File: src/rtl/poly_horner_eval.sv
// -----------------------------------------------------------------------------
// poly_horner_eval
//
// Purpose:
//   Evaluates an unsigned polynomial P(x) = sum c_i * x^i of degree DEGREE
//   using Horner's rule. The datapath performs one multiply-accumulate step
//   per clock, and a small two-state controller sequences the steps. The
//   start/done handshake uses inicio, ready and valid. An overflow flag reports
//   any Horner step that discarded nonzero high bits.
//
// Parameters:
//   DEGREE - polynomial degree (>= 1); DEGREE+1 coefficients
//   XW     - width of operand x
//   CW     - width of each coefficient
//   RW     - width of accumulator and result (RW >= CW)
//
// Ports:
//   clk      in   clock, rising edge
//   rst      in   asynchronous active-high reset
//   inicio   in   start request, sampled only while ready=1
//   x        in   evaluation point, captured on the accept edge
//   coef     in   flattened coefficients, coef[i*CW +: CW] = c_i
//   result   out  P(x) mod 2^RW, held until the next completion
//   ready    out  controller idle, start can be accepted
//   valid    out  one-cycle pulse marking a new result
//   overflow out  some step of the last evaluation lost high bits
//
// Build option:
//   POLY_HORNER_SAT_EN - when defined, an overflowing evaluation returns
//                        all-ones instead of the wrapped value.
// -----------------------------------------------------------------------------
module poly_horner_eval #(
    parameter int DEGREE = 2,
    parameter int XW     = 8,
    parameter int CW     = 16,
    parameter int RW     = 16
) (
    input  logic                     clk,
    input  logic                     rst,
    input  logic                     inicio,
    input  logic [XW-1:0]            x,
    input  logic [(DEGREE+1)*CW-1:0] coef,
    output logic [RW-1:0]            result,
    output logic                     ready,
    output logic                     valid,
    output logic                     overflow
);

    // The full width holds acc*x + c without loss. The product needs RW+XW
    // bits, and the extra bit absorbs the carry from adding the coefficient.
    localparam int FW   = RW + XW + 1;
    localparam int CNTW = (DEGREE > 1) ? $clog2(DEGREE) : 1;
    localparam int NCW  = (DEGREE + 1) * CW;

    typedef enum logic [0:0] {
        ST_IDLE = 1'b0,
        ST_STEP = 1'b1
    } state_t;

    state_t              state_q,    state_d;
    logic [XW-1:0]       x_q,        x_d;
    logic [NCW-1:0]      coef_q,     coef_d;
    logic [RW-1:0]       acc_q,      acc_d;
    logic [CNTW-1:0]     cnt_q,      cnt_d;
    logic                ovf_q,      ovf_d;
    logic [RW-1:0]       result_q,   result_d;
    logic                ready_q,    ready_d;
    logic                valid_q,    valid_d;
    logic                overflow_q, overflow_d;

    logic [CW-1:0]       coef_sel_s;
    logic [FW-1:0]       full_s;
    logic                step_ovf_s;
    logic [RW-1:0]       final_s;

    // One Horner step on the latched operands: acc*x + c_cnt at full width.
    always_comb begin
        coef_sel_s = coef_q[int'(cnt_q)*CW +: CW];
        full_s     = FW'(acc_q) * FW'(x_q) + FW'(coef_sel_s);
        step_ovf_s = |full_s[FW-1:RW];
    end

    // Select the value published at completion. The saturating build clamps
    // on any overflow. Otherwise the low RW bits are returned as they are.
    always_comb begin
`ifdef POLY_HORNER_SAT_EN
        if (ovf_q | step_ovf_s) begin
            final_s = {RW{1'b1}};
        end else begin
            final_s = full_s[RW-1:0];
        end
`else
        final_s = full_s[RW-1:0];
`endif
    end

    // Controller and datapath next-state logic.
    always_comb begin
        state_d    = state_q;
        x_d        = x_q;
        coef_d     = coef_q;
        acc_d      = acc_q;
        cnt_d      = cnt_q;
        ovf_d      = ovf_q;
        result_d   = result_q;
        ready_d    = ready_q;
        valid_d    = 1'b0;
        overflow_d = overflow_q;

        case (state_q)
            ST_IDLE: begin
                if (inicio) begin
                    // Capture the operands now, so that later input changes
                    // cannot disturb the running evaluation.
                    x_d     = x;
                    coef_d  = coef;
                    acc_d   = RW'(coef[DEGREE*CW +: CW]);
                    cnt_d   = CNTW'(DEGREE - 1);
                    ovf_d   = 1'b0;
                    ready_d = 1'b0;
                    state_d = ST_STEP;
                end else begin
                    ready_d = 1'b1;
                end
            end

            ST_STEP: begin
                acc_d = full_s[RW-1:0];
                ovf_d = ovf_q | step_ovf_s;
                if (cnt_q == {CNTW{1'b0}}) begin
                    // The last coefficient has been folded in, so publish the
                    // result. Ready rises in the same cycle as valid, which
                    // allows a back-to-back start.
                    result_d   = final_s;
                    overflow_d = ovf_q | step_ovf_s;
                    valid_d    = 1'b1;
                    ready_d    = 1'b1;
                    state_d    = ST_IDLE;
                end else begin
                    cnt_d = cnt_q - CNTW'(1);
                end
            end

            default: begin
                state_d = ST_IDLE;
                ready_d = 1'b1;
            end
        endcase
    end

    // State and output registers. An asynchronous reset aborts any evaluation.
    always_ff @(posedge clk or posedge rst) begin
        if (rst) begin
            state_q    <= ST_IDLE;
            x_q        <= {XW{1'b0}};
            coef_q     <= {NCW{1'b0}};
            acc_q      <= {RW{1'b0}};
            cnt_q      <= {CNTW{1'b0}};
            ovf_q      <= 1'b0;
            result_q   <= {RW{1'b0}};
            ready_q    <= 1'b1;
            valid_q    <= 1'b0;
            overflow_q <= 1'b0;
        end else begin
            state_q    <= state_d;
            x_q        <= x_d;
            coef_q     <= coef_d;
            acc_q      <= acc_d;
            cnt_q      <= cnt_d;
            ovf_q      <= ovf_d;
            result_q   <= result_d;
            ready_q    <= ready_d;
            valid_q    <= valid_d;
            overflow_q <= overflow_d;
        end
    end

    assign result   = result_q;
    assign ready    = ready_q;
    assign valid    = valid_q;
    assign overflow = overflow_q;

endmodule

File: config.mk
export PLATFORM = sky130hd
export DESIGN_NAME = poly_horner_eval
export DESIGN_NICKNAME = d
export VERILOG_FILES = /design/src/rtl/poly_horner_eval.sv
export SDC_FILE = /design/constraint.sdc
export NUM_CORES = 1
export LEC_CHECK = 0
export ABC_AREA = 1
export CAP_MARGIN = 20
export CORE_MARGIN = 4
export CORE_UTILIZATION = 40
export DETAILED_ROUTE_END_ITERATION = 6
export GPL_TIMING_DRIVEN = 0
export PLACE_DENSITY = 0.63
export SLEW_MARGIN = 20
export SYNTH_ARGS = -nofsm -noshare
export SYNTH_HDL_FRONTEND = slang
export SYNTH_SLANG_ARGS = --single-unit
export TNS_END_PERCENT = 5
File: constraint.sdc
create_clock -name clk -period 5.8 [get_ports clk]
set_input_delay 0.58 -clock clk [delete_from_list [all_inputs] [get_ports clk]]
set_output_delay 0.58 -clock clk [all_outputs]
set_load 0.01 [all_outputs]
Word-level counts from Yosys, hierarchy flattened
Index checks and enable logic that the tools add are counted.
Storage, ports and cells
  bits in registers: 94
  latch bits: 0
  bits in writable memories: 0
  ROM bits: 0
  output and inout bits: 19
  word-level logic and storage cells: 37
  memories: 0
Cells by class
  $add $sub $neg: 2
  multiply operators: 1
  div/mod/pow operators: 0
  $lt $le $gt $ge: 0
  eq/ne operators: 2
  shifts and indexed selects: 1
  muxes and demuxes: 15
  bitwise operators: 3
  reduce and logical (&&, ||, !) cells: 3
Operators by type and width (count)
  $shiftx 48x6->16: 1
  $pmux 16 s2: 1
  $add 24x16->25: 1
  $mul 16x8->24: 1
  $mux 16: 1
  $mux 1: 9
  $reduce_or 9->1: 1
  $pmux 1 s2: 4
  $ne 2x2->1 const B: 2
  $reduce_and 2->1: 2
  $not 1->1: 2
  $or 1x1->1: 1
  $sub 1x1->1 const B: 1

Logic depth before layout (Yosys ltp)
Gate-level depths: netlist (run 1).
  depth after elaboration: 5
  depth in mapped cells: 29
  depth with buffers taken out: 27

Worst setup path before layout (run 1)
No wires, ideal clock.
  path kind: reg-to-reg
  start: reg cnt_q
  end: reg overflow_q (netlist: overflow)
  library setup time: 116 ps
  arrival time: 4367 ps
  data required time: 5684 ps
  setup slack: 1317 ps
  cell stages (with the launch flop): 22
  buffers on the path: 2
  clock period less this slack: 4483 ps
  cells stage by stage: dfrtp_1 -> buf_4 -> clkbuf_1 -> o21ai_0 -> fa_1 -> inv_1 -> fa_1 -> fa_1 -> inv_1 -> fa_1 -> inv_1 -> ha_1 -> a21oi_1 -> o21ai_0 -> a21oi_1 -> nand2_1 -> nand2_1 -> nand3_1 -> nor2_1 -> nand3_1 -> nand2_1 -> nand2_1
Between the ends
  word-level cells in the longest chain between the ends: 4
  elaborated cells between the ends (all ways): 6
Ends and longest elaborated chain
  start, declared: line 64  | logic [CNTW-1:0] cnt_q, cnt_d;
  start signal, assigned: line 158  | cnt_q <= {CNTW{1'b0}};
  start signal, assigned: line 169  | cnt_q <= cnt_d;
  $shiftx 48x6->16: line 78  | coef_sel_s = coef_q[int'(cnt_q)*CW +: CW];
  $add 24x16->25: line 79  | full_s = FW'(acc_q) * FW'(x_q) + FW'(coef_sel_s);
  $reduce_or 9->1: line 80  | step_ovf_s = |full_s[FW-1:RW];
  $or 1x1->1: line 135  | overflow_d = ovf_q | step_ovf_s;
  end signal, assigned: line 174  | overflow_q <= overflow_d;
  end, declared: line 69  | logic overflow_q, overflow_d;
Several ways; a longest one is shown, not always the timed one.
A chain may end at the register's enable or synchronous reset.

Worst setup path in the final report (run 1)
  start: reg x_q[3]
  end: reg overflow_q (netlist: overflow)
Between the ends
  word-level cells in the longest chain between the ends: 4
Ends and longest elaborated chain
  start, declared: line 61  | logic [XW-1:0] x_q, x_d;
  start signal, assigned: line 155  | x_q <= {XW{1'b0}};
  $mul 16x8->24: line 79
  $add 24x16->25: line 79
  $reduce_or 9->1: line 80
  $or 1x1->1: line 135
No other way between the ends.

==> results by group, run 1 <==
Setup path
  – FF-to-FF path depth: 21
  – Slowest-stage cell, CP: fa_1
  – Worst path cell trace: clkbuf_1, clkbuf_1, nand2_1, fa_1, inv_1, fa_1, fa_1, inv_1, fa_1, inv_1, ha_1, a21oi_1, o21ai_0, a21oi_1, nand2_1, nand2_1, nand3_1, nor2_1, nand3_1, nand2_1, nand2_1
  – R2r endpoint: overflow
  – WS Path Type: reg -> reg
  – Reg2Reg Setup Slack: 0.28 ns
  – Critical Path RT: 6.05 ns
  – Worst Setup Start Kind: flip-flop
  – Top cell by count, worst path: nand2_1
  – Crit path max fanout: 10
  – Crit. Startpoint: x_q[3]
  – CP endpoint kind: flip-flop
  – Reg2Reg Launch Point: x_q[3]
  – Largest stage delay on the critical path: 0.53 ns
  – Crit path DAT: 5.77 ns

Detailed routing
  – Post-route ant nets: 0
  – Pre-antenna DRT Iters: 5
  – First DRT Iteration DRCs: 470
  – Final wirelength: 22.22 mm
  – Wire length per cell: 15.36 microns
  – Via count: 6886
  – DR vias/cell: 4.762
  – # DRC: 0

Global route
  – Vias in the first global route: 7227
  – Largest net degree at the start of global routing: 46
  – GR Util met1: 29.15%
  – Gr usage total: 21.10%
  – Grt met2 use: 34.51%
  – Global-route wire length before repair: 36.86 mm
  – Met3 usage: 3.522%
  – Global routing's busiest layer: met2
  – Initial antenna violation count: 0
  – Grt ovf: 0

Floorplanning
  – Die Wd: 150.5 microns
  – Rows: 51
  – Core footprint: 19720 sq um
  – I/O pin count: 78
  – Die footprint: 22650 sq um
  – Die height: 150.5 microns
  – Initial Util: 41.19%

Run
  – Max cap viols: 0

Synth
  – Synth cell types: 32
  – Dominant cells by area after synthesis: fa_1, dfrtp_1, nand2_1
  – Mapped Nets: 1294
  – Prevailing post-synth register cell: dfrtp_1
  – Synth async-reset ratio: 100.0%
  – Mapped cell area: 8122 sq um
  – Post-synthesis compound-gate area fraction: 4.375%
  – Most frequent cells after synthesis: nand2_1, inv_1, fa_1, dfrtp_1, ha_1
  – Syn. warnings: 0
  – Post-synthesis register bit count: 78
  – Largest family of logic cells by synthesized area: adder cells
  – Mean area per synthesized cell: 7.472 sq um
  – Seq/Total Area, Yosys: 24.05%
  – Synth area leader: fa_1
  – Adder-cell share of the synthesized area: 32.04%
  – Mapped Cells: 1087
  – Post-Synth XOR/XNOR Area: 1.186%
  – Simple-Gate Fraction of Synth Area: 24.46%
  – Mux cell area share after synthesis: 0.8627%
  – Post-synth top area share: 24.65%
  – Number of synthesized flops with an enable pin: 0
  – Most numerous cell in the Yosys netlist: nand2_1

Clocking
  – Cts hold-fix bufs: 0
  – Clock-pin transition on the worst setup and hold timing paths: 0.07 ns
  – Post-CTS sizing: 0
  – Root buf cell: clkbuf_16
  – CTS sink count: 78
  – Clock insertion delay at the later pin of the skew report: 0.36 ns
  – Cts bufs inserted: 9
  – H-tree Lvls: 3
  – CTS tree: done
  – Postcts setup bufs: 0
  – Deepest clock path buffer count: 2

Final layout
  – Multi-input logic area: 5111 sq um
  – Final #Nets: 1383
  – Reg area: 1953 sq um
  – Fillers: 1949
  – Diodes inserted: 0
  – Post-route design area: 9558 sq um
  – Share of cells above drive strength 1: 2.964%
  – Area Growth Syn to Fin: 17.69%

STA
  – Setup_tns: 0 ns
  – Clock skew: 0.007552 ns
  – Tcrit/Tclk final: 95.21%
  – Worst hold slack: 0.4703 ns
  – Least-Margin Pin Slew: 1.008 ns
  – Slew Limit Fails: 0
  – FMAX: 181.1 MHz
  – Final Hold Viols: 0
  – Min cycle time layout: 5.522 ns
  – Relative slew slack: 32.55%
  – RSZ-0062 raised after global routing: false
  – Setup violators final: 0

Placement
  – Final GP Congestion: 0.9391
  – Post-Place Cell Area: 9254 sq um
  – DP HPWL: 18.16 mm
  – Number of I/O port buffers: 77

Outcome
  – Outcome: completed

Min path
  – Hold depth: 2
  – Hold EP: coef_q[15]
  – Min-Delay Path Class: reg -> reg
  – HP Start: coef_q[15]
state kept, by name, summed over array words and instances, names as in the netlist:
signal	flops
acc_q	16
cnt_q	1
coef_q	32
overflow	1
ovf_q	1
ready	1
result	16
state_q	1
valid	1
x_q	8
worst max-delay path, delay by kind of cell, from the launching register on:
family	cells	cell delay, ns
compound gates	3	0.79
simple gates	8	0.77
buf+inv	5	1.14
flops	1	0.33
fa+ha+maj	5	2.37
routing by layer:
layer  up-vias  wire length [microns]
met1      3296                  10310
met4         0                    483
met5         -                      0
met2       174                  10330
met3        38                   1084
li1       3378                      -
cell type report:
class                      count  area share (%)
buffer                        50           2.173
clock buffer                   9           2.356
tap                          265           3.469
clock inverter                 7          0.7985
sequential                    78           20.43
timing repair buffer          78           8.352
multi-input combinational    732           53.48
inverter                     227           8.941
layout by cell type (no fill, tap or decap), types with 2 or more instances in the layout:
master             n
inv_1            225
xnor2_1            8
buf_2              2
xor2_1             3
o21bai_1           4
nor2_2             3
clkinv_4           2
clkdlybuf4s50_1   77
o21ai_0           29
buf_4              2
clkbuf_1          43
nand4_1            3
fa_1             100
inv_8              3
nor3_1             2
nand2_1          423
clkbuf_16          9
nand3_1           29
mux2i_1            7
nand2_2            3
clkbuf_2           2
o211ai_1          11
and2_1             2
dfrtp_1           77
ha_1              48
nor2_1            31
a21oi_1           18
nand3b_1           2
logic make-up after synthesis:
group | Yosys count
flip-flops | 78
multiplexers | 7
AND/OR/NAND/NOR | 503
XOR/XNOR | 11
AO/OA/AOI/OAI | 63
adder cells (fa/ha/maj) | 148
buffers and inverters | 277
worst max path at each step:
stage	end	cells after the start
2_1_floorplan	overflow	21
4_1_cts	overflow	21
6_report	overflow	21
5_1_grt	ovf_q	22
3_3_place_gp	overflow	21
3_5_place_dp	overflow	21
stage by stage:
stage | std cells | util [%] | setup slack [ns]
floorplan | 1087 | - | 1.317
global placement | 1429 | 46.78 | 0.3308
detailed placement | 1430 | 46.93 | 0.3072
CTS | 1446 | 48.46 | 0.2732
global route | 1446 | 48.47 | 0.01003
finish | 1446 | 48.47 | 0.2778
Power of run 1 is left out: the tool's default activity adds up to more than one toggle a clock period on the data nets, which glitch-free logic cannot reach.
==> run 2, diff against run 1 <==
CTS_CLUSTER_SIZE = 25   (was default)
==> results of run 2 <==
Final layout, timing and power as in run 1 (identical DEF).
Power of run 2 is left out for the same reason.
==> run 3, diff against run 2 <==
CORE_ASPECT_RATIO = 2   (was default)
==> run 3 against run 2 <==
  * Wire length increased by 7.9%
  * Worst setup slack better by 0.038 ns
  * Global-route usage rose by 1.3 points
  * Sequential cell count is the same
  * Die area up 0.61%
  * Maximum frequency is 0.69% higher
  * Via count is 1.2% higher
  * Non-clock buffer count unchanged
  * Clock skew is 0.0043 ns higher
==> results by group, run 3 (same netlist as run 1, synthesis figures left out) <==
Outcome
  – Outcome: completed

Run
  – Max cap viols: 0 (unchanged)

Min path
  – Min-Delay Path Class: reg -> reg
  – HP Start: coef_q[13]
  – Hold EP: coef_q[13]
  – Hold depth: 2 (unchanged)

Detailed routing
  – Wire length per cell: 16.60 microns (+8.1%)
  – Highest Signal Layer: met4
  – Final wirelength: 23.96 mm (+7.9%)
  – First DRT Iteration DRCs: 338 (-28%)
  – # DRC: 0 (unchanged)
  – Via count: 6968 (+1.2%)
  – Post-route ant nets: 0 (unchanged)
  – DR vias/cell: 4.829 (+1.4%)
  – Met3 WL: 821 microns (-24%)
  – Wire length on met2: 13.63 mm (+32%)
  – Pre-antenna DRT Iters: 5 (unchanged)
  – DRT met1 WL: 8.174 mm (-21%)

Clocking
  – CTS sink count: 78 (unchanged)
  – Cts bufs inserted: 9 (unchanged)
  – Cts hold-fix bufs: 0 (unchanged)
  – Post-CTS sizing: 0 (unchanged)
  – Root buf cell: clkbuf_16
  – H-tree Lvls: 3 (unchanged)
  – CTS tree: done
  – Clock-pin transition on the worst setup and hold timing paths: 0.07 ns (about the same)
  – Postcts setup bufs: 0 (unchanged)
  – Clock insertion delay at the later pin of the skew report: 0.36 ns (about the same)
  – Deepest clock path buffer count: 2 (unchanged)

Setup path
  – Worst path top cell family by delay: adder cells
  – WS Path Type: reg -> reg
  – Crit. path cell count: 20 (-4.8%)
  – Reg2Reg Setup Slack: 0.32 ns (+0.04 ns)
  – FF-to-FF path depth: 20 (-4.8%)
  – R2r endpoint: ovf_q
  – Worst Setup Start Kind: flip-flop
  – CP endpoint kind: flip-flop
  – Critical Path RT: 6.05 ns (about the same)
  – CP bufs+invs: 3 (-2)
  – Worst path cell trace: clkbuf_1, clkbuf_1, nand2_1, fa_1, fa_1, fa_1, fa_1, inv_1, ha_1, nand2_1, nor2_1, nand2_1, nor2_1, nand2_1, nand4_1, nand3_1, nor2_1, nand3_1, nand2_1, nand2_1
  – Slowest-stage cell, CP: fa_1
  – Top cell by count, worst path: nand2_1
  – Crit path max fanout: 10 (unchanged)
  – Crit path DAT: 5.74 ns (-0.03 ns)
  – Largest stage delay on the critical path: 0.60 ns (+0.07 ns)
  – Reg2Reg Launch Point: x_q[4]
  – Crit. Startpoint: x_q[4]

STA
  – FMAX: 182.3 MHz (+0.69%)
  – Final Hold Viols: 0 (unchanged)
  – Clock skew: 0.01190 ns (+0.004347 ns)
  – RSZ-0062 raised after global routing: false
  – Least-Margin Pin Slew: 0.7937 ns (-0.2144 ns)
  – Setup violators final: 0 (unchanged)
  – Setup WS post-layout: 0.3155 ns (+0.03765 ns)
  – Tcrit/Tclk final: 94.56% (-0.65 points)
  – Slew Limit Fails: 0 (unchanged)
  – Min cycle time layout: 5.485 ns (-0.03765 ns)
  – Relative slew slack: 46.89% (+14 points)
  – Setup_tns: 0 ns (unchanged)

Floorplanning
  – I/O pin count: 78 (unchanged)
  – Initial Util: 40.79% (-0.40 points)
  – Die footprint: 22790 sq um (+0.61%)
  – Rows: 73 (+43%)
  – Die Wd: 108.8 microns (-28%)
  – Core footprint: 19910 sq um (+0.98%)
  – Die height: 209.5 microns (+39%)

Global route
  – Grt ovf: 0 (unchanged)
  – Global-route wire length before repair: 38.81 mm (+5.3%)
  – Vias in the first global route: 7552 (+4.5%)
  – Gr usage total: 22.44% (+1.3 points)
  – Initial antenna violation count: 0 (unchanged)
  – Largest net degree at the start of global routing: 54 (+17%)

Final layout
  – Fillers: 2082 (+6.8%)
  – Diodes inserted: 0 (unchanged)
  – Multi-input logic area: 5111 sq um (unchanged)
  – Area Growth Syn to Fin: 18.26%
  – Largest Register: coef_q
  – Max FFs per register: 32 (unchanged)
  – Commonest non-fill, non-tap cell in the layout: nand2_1
  – Share of cells above drive strength 1: 3.387% (+0.42 points)
  – Leading cell types in the layout, fill and taps excluded: nand2_1, inv_1, fa_1
  – Final #Nets: 1383 (unchanged)
  – Reg area: 1953 sq um (unchanged)

Placement
  – Worst slack, placed: 0.1167 ns (-0.1905 ns)
  – Final GP Congestion: 0.9279 (-1.2%)
  – Number of I/O port buffers: 77 (unchanged)
  – DP HPWL: 19.89 mm (+9.6%)
-- run 3: worst max path at each step --
stage | slack, ns | endpoint
3_5_place_dp | 0.12 | ovf_q
4_1_cts | 0.10 | ovf_q
5_1_grt | 0.003 | ovf_q
2_1_floorplan | 1.32 | overflow
3_3_place_gp | 0.20 | overflow
6_report | 0.32 | ovf_q
-- run 3: worst reg2reg max path, cell delays in order (launching register included) --
cell,delay (ns)
dfrtp_1,0.32
clkbuf_1,0.41
clkbuf_1,0.53
nand2_1,0.18
fa_1,0.60
fa_1,0.46
fa_1,0.54
fa_1,0.55
inv_1,0.05
ha_1,0.40
nand2_1,0.12
nor2_1,0.23
nand2_1,0.12
nor2_1,0.09
nand2_1,0.08
nand4_1,0.11
nand3_1,0.08
nor2_1,0.16
nand3_1,0.20
nand2_1,0.11
nand2_1,0.05
-- run 3: stage by stage --
stage                     instance area [sq um]  utilization (%)  std cells  hold slack (ns)
final                                      9604            48.23       1443           0.4676
after global routing                       9604            48.23       1443           0.4957
after CTS                                  9595            48.19       1443           0.4687
after detailed placement                   9250            46.46       1427           0.4537
after global placement                     9220            46.31       1426           0.4494
after floorplan                            8122                -       1087           0.4366
-- run 3: metal layers --
| layer | vias to the layer above | track usage (%) |
|---|---|---|
| met5 | - | 0 |
| met4 | 0 | 12.47 |
| met3 | 70 | 2.278 |
| met2 | 193 | 42.70 |
| met1 | 3345 | 23.08 |
| li1 | 3360 | - |
-- run 3: area by class of cell --
cell class	instances	area share (%)
Timing Repair Buffer	78	8.312
Tap cell	262	3.413
Sequential cell	78	20.34
Buffer	50	2.228
Multi-Input combinational cell	732	53.22
Clock inverter	7	1.251
Inverter	227	8.898
Clock buffer	9	2.345
Power of run 3 is left out for the same reason.
==> edit (settings of run 3) <==
Register the output `overflow` once more, without a reset; this adds one clock of latency there. The other outputs are not delayed to match.
--- a/src/rtl/poly_horner_eval.sv
+++ b/src/rtl/poly_horner_eval.sv
@@ -179,5 +179,7 @@
     assign ready    = ready_q;
     assign valid    = valid_q;
-    assign overflow = overflow_q;
+    always_ff @(posedge clk) begin
+        overflow <= overflow_q;
+    end
 
 endmodule
Check against the original RTL: not equivalent (Yosys sat finds a counterexample within 4 cycles, from zero or initial values and one cycle with rst high).
==> edit against run 3 <==
Sequential cell count up 1; cell area down 0.61%; setup slack better by 38 ps; routed wire length down 1.3%; critical path type unchanged; synthesized area up 0.25%; sequential share of layout area up 0.34 points; die area up 0.23%.
Power is left out: the tool's default activity adds up to more than one toggle a clock period on the data nets, which glitch-free logic cannot reach.
==> edit: results (changes against run 3) <==
INFO  run_status     outcome=complete, no violations
INFO  detailed_routing routed_wl=23.6mm [-1.3%]
INFO  placed_design  dp_hpwl=19.6mm [-1.5%]
INFO  setup_path     worst-endpoint-arrival=5700ps [-40 ps]
INFO  final_layout   insertedDiodeCount=0 [unchanged]
INFO  logic_synthesis synthTopCellsByArea=fa_1 (25%), dfrtp_1 (24%), nand2_1 (20%)
INFO  logic_synthesis synthFlopType=dfrtp_1
INFO  placed_design  dpl_ws=80.4ps [-36.3 ps]
INFO  global_routing grt_first_pass_wirelength=38.2mm [-1.6%]
INFO  detailed_routing drt_first_pass_iters=5 [unchanged]
INFO  logic_synthesis synth-async-reset-ratio=98.7% [-1.3 points]
INFO  detailed_routing routed_via_density=4.79 [-0.74%]
INFO  worst_hold_path hold_depth=0 [-2]
INFO  clock_tree     numCtsBuffers=9 [unchanged]
INFO  setup_path     ff2ff_setup_slack=350ps [+40 ps]
INFO  setup_path     crit-reg2reg-capture=ovf_q
INFO  logic_synthesis yosys-top-cells-count=nand2_1 (423), inv_1 (226), fa_1 (100), dfrtp_1 (77), ha_1 (48)
INFO  setup_path     worstReg2RegStart=x_q[1]
INFO  logic_synthesis post_synth_inst_count=1,088 [+0.092%]
INFO  global_routing grt_start_max_net_pins=42 [-22%]
INFO  clock_tree     cts.reportedPaths.clkPinSlew=70ps [about the same]
INFO  placed_design  place.detailed.instances=1,428 [+0.070%]
INFO  logic_synthesis yosysUniqueCellTypes=33 [+3.1%]
INFO  placed_design  gp_routability_congestion=0.956 [+3.0%]
INFO  sta            worst-slew-pin-transition=689ps [-105 ps]
INFO  setup_path     critPathMaxFanout=10 [unchanged]
INFO  logic_synthesis synthesis.nets=1,295 [+0.077%]
INFO  logic_synthesis ys.warnings.count=0 [unchanged]
INFO  sta            timing.hold.ws=384ps [-83.7 ps]
INFO  detailed_routing initialDrtViolationCount=334 [-1.2%]
INFO  global_routing track_usage=22.0% [-0.41 points]
INFO  sta            worst_setup_skew_after_layout=12.0ps [+0.121 ps]
INFO  sta            finalSetupTns=0ps [unchanged]
INFO  detailed_routing drtAntennaViolNets=0 [unchanged]
INFO  logic_synthesis ys_seq_area_share=24.2% [+0.19 points]
INFO  clock_tree     cts-htree-levels=3 [unchanged]
INFO  global_routing grt_antenna_before_repair=0 [unchanged]
INFO  final_layout   drive_gt1_share=3.56% [+0.18 points]
INFO  global_routing number_of_global_route_vias_before_repair=7,423 [-1.7%]
INFO  worst_hold_path hold_end=overflow
INFO  worst_hold_path min_from=overflow_q
INFO  setup_path     r2r_worst_path_depth=22 [+10%]
INFO  placed_design  number_of_buffers_added_on_ports=77 [unchanged]
INFO  clock_tree     clock_latency=360ps [about the same]
INFO  final_layout   largest_register_ff_count=32 [unchanged]
INFO  final_layout   top_register=coef_q
INFO  clock_tree     root_buffer=clkbuf_16
INFO  final_layout   final_cells=1,441 [-0.14%]
INFO  worst_hold_path min_path_type=reg -> reg
INFO  clock_tree     cts_setup_buffers=0 [unchanged]
INFO  clock_tree     cts.path.max_buffers=2 [unchanged]
==> edit: changes by cell type in the layout (fill, tap and decap cells not counted), sizes merged <==
cell / before / now
bufinv: 3 / 0
clkbuf: 54 / 52
clkinv: 3 / 2
clkinvlp: 1 / 4
dfxtp: 0 / 1
==> edit: metrics by stage <==
step / util [%] / cell area (um2)
3_5_place_dp: 46.3 / 9260
2_1_floorplan: - / 8140
6_report: 47.7 / 9550
4_1_cts: 47.7 / 9550
3_3_place_gp: 46.2 / 9240
5_1_grt: 47.7 / 9550
==> edit: what timing repair did <==
item / CTS / global route
setup endpoints to repair: 0 / 2
hold buffers: 0 / 0
resized for setup: 0 / 18
==> edit: per-layer routing <==
layer | GRT usage, % | up-vias | wire [um]
li1 | - | 3351 | -
met1 | 22.1 | 3371 | 8320
met2 | 43.1 | 138 | 13700
met4 | 10.1 | 0 | 916
met5 | 0 | - | 0
met3 | 2.62 | 47 | 679
==> edit: worst max path at each step <==
stage	end	slack, ps	startpoint	depth (start not counted)
final	ovf_q	350	x_q[1]	22
after global routing	ovf_q	20	cnt_q	24
after CTS	ovf_q	70	x_q[2]	22
after detailed placement	ovf_q	80	x_q[2]	22
after global placement	ovf_q	160	x_q[0]	22
after floorplan	overflow_q	1320	cnt_q	21
==> edit: critical path: stages, from the launching register on <==
cell	delay (ps)
dfrtp_1	320
clkbuf_1	460
clkbuf_2	390
nand2_1	110
fa_1	500
inv_1	50
fa_1	490
fa_1	550
inv_1	50
fa_1	510
inv_1	50
ha_1	360
nand2_1	160
nor2_1	250
nand2_1	150
nor2_1	100
nand2_1	110
nand4_1	120
nand3_1	80
nor2_1	110
nand3_1	230
nand2_1	120
nand2_1	50
==> edit: cell type report <==
| cell class | instances | area (um2) |
|---|---|---|
| tap | 262 | 328 |
| clock buffer | 10 | 239 |
| fill | 1967 | 10500 |
| multi-input combinational | 732 | 5110 |
| timing repair buffer | 78 | 791 |
| inverter | 227 | 855 |
| clock inverter | 6 | 43.8 |
| buffer | 47 | 205 |
| sequential | 79 | 1970 |
==> edit: logic make-up after synthesis <==
| family | after synthesis | share of synthesized area [%] |
|---|---|---|
| xor+xnor | 11 | 1.18 |
| buf+inv | 277 | 13.0 |
| fa+ha+maj | 148 | 32.0 |
| compound gates | 63 | 4.36 |
| flops | 79 | 24.2 |
| mux | 7 | 0.861 |
| simple gates | 503 | 24.4 |
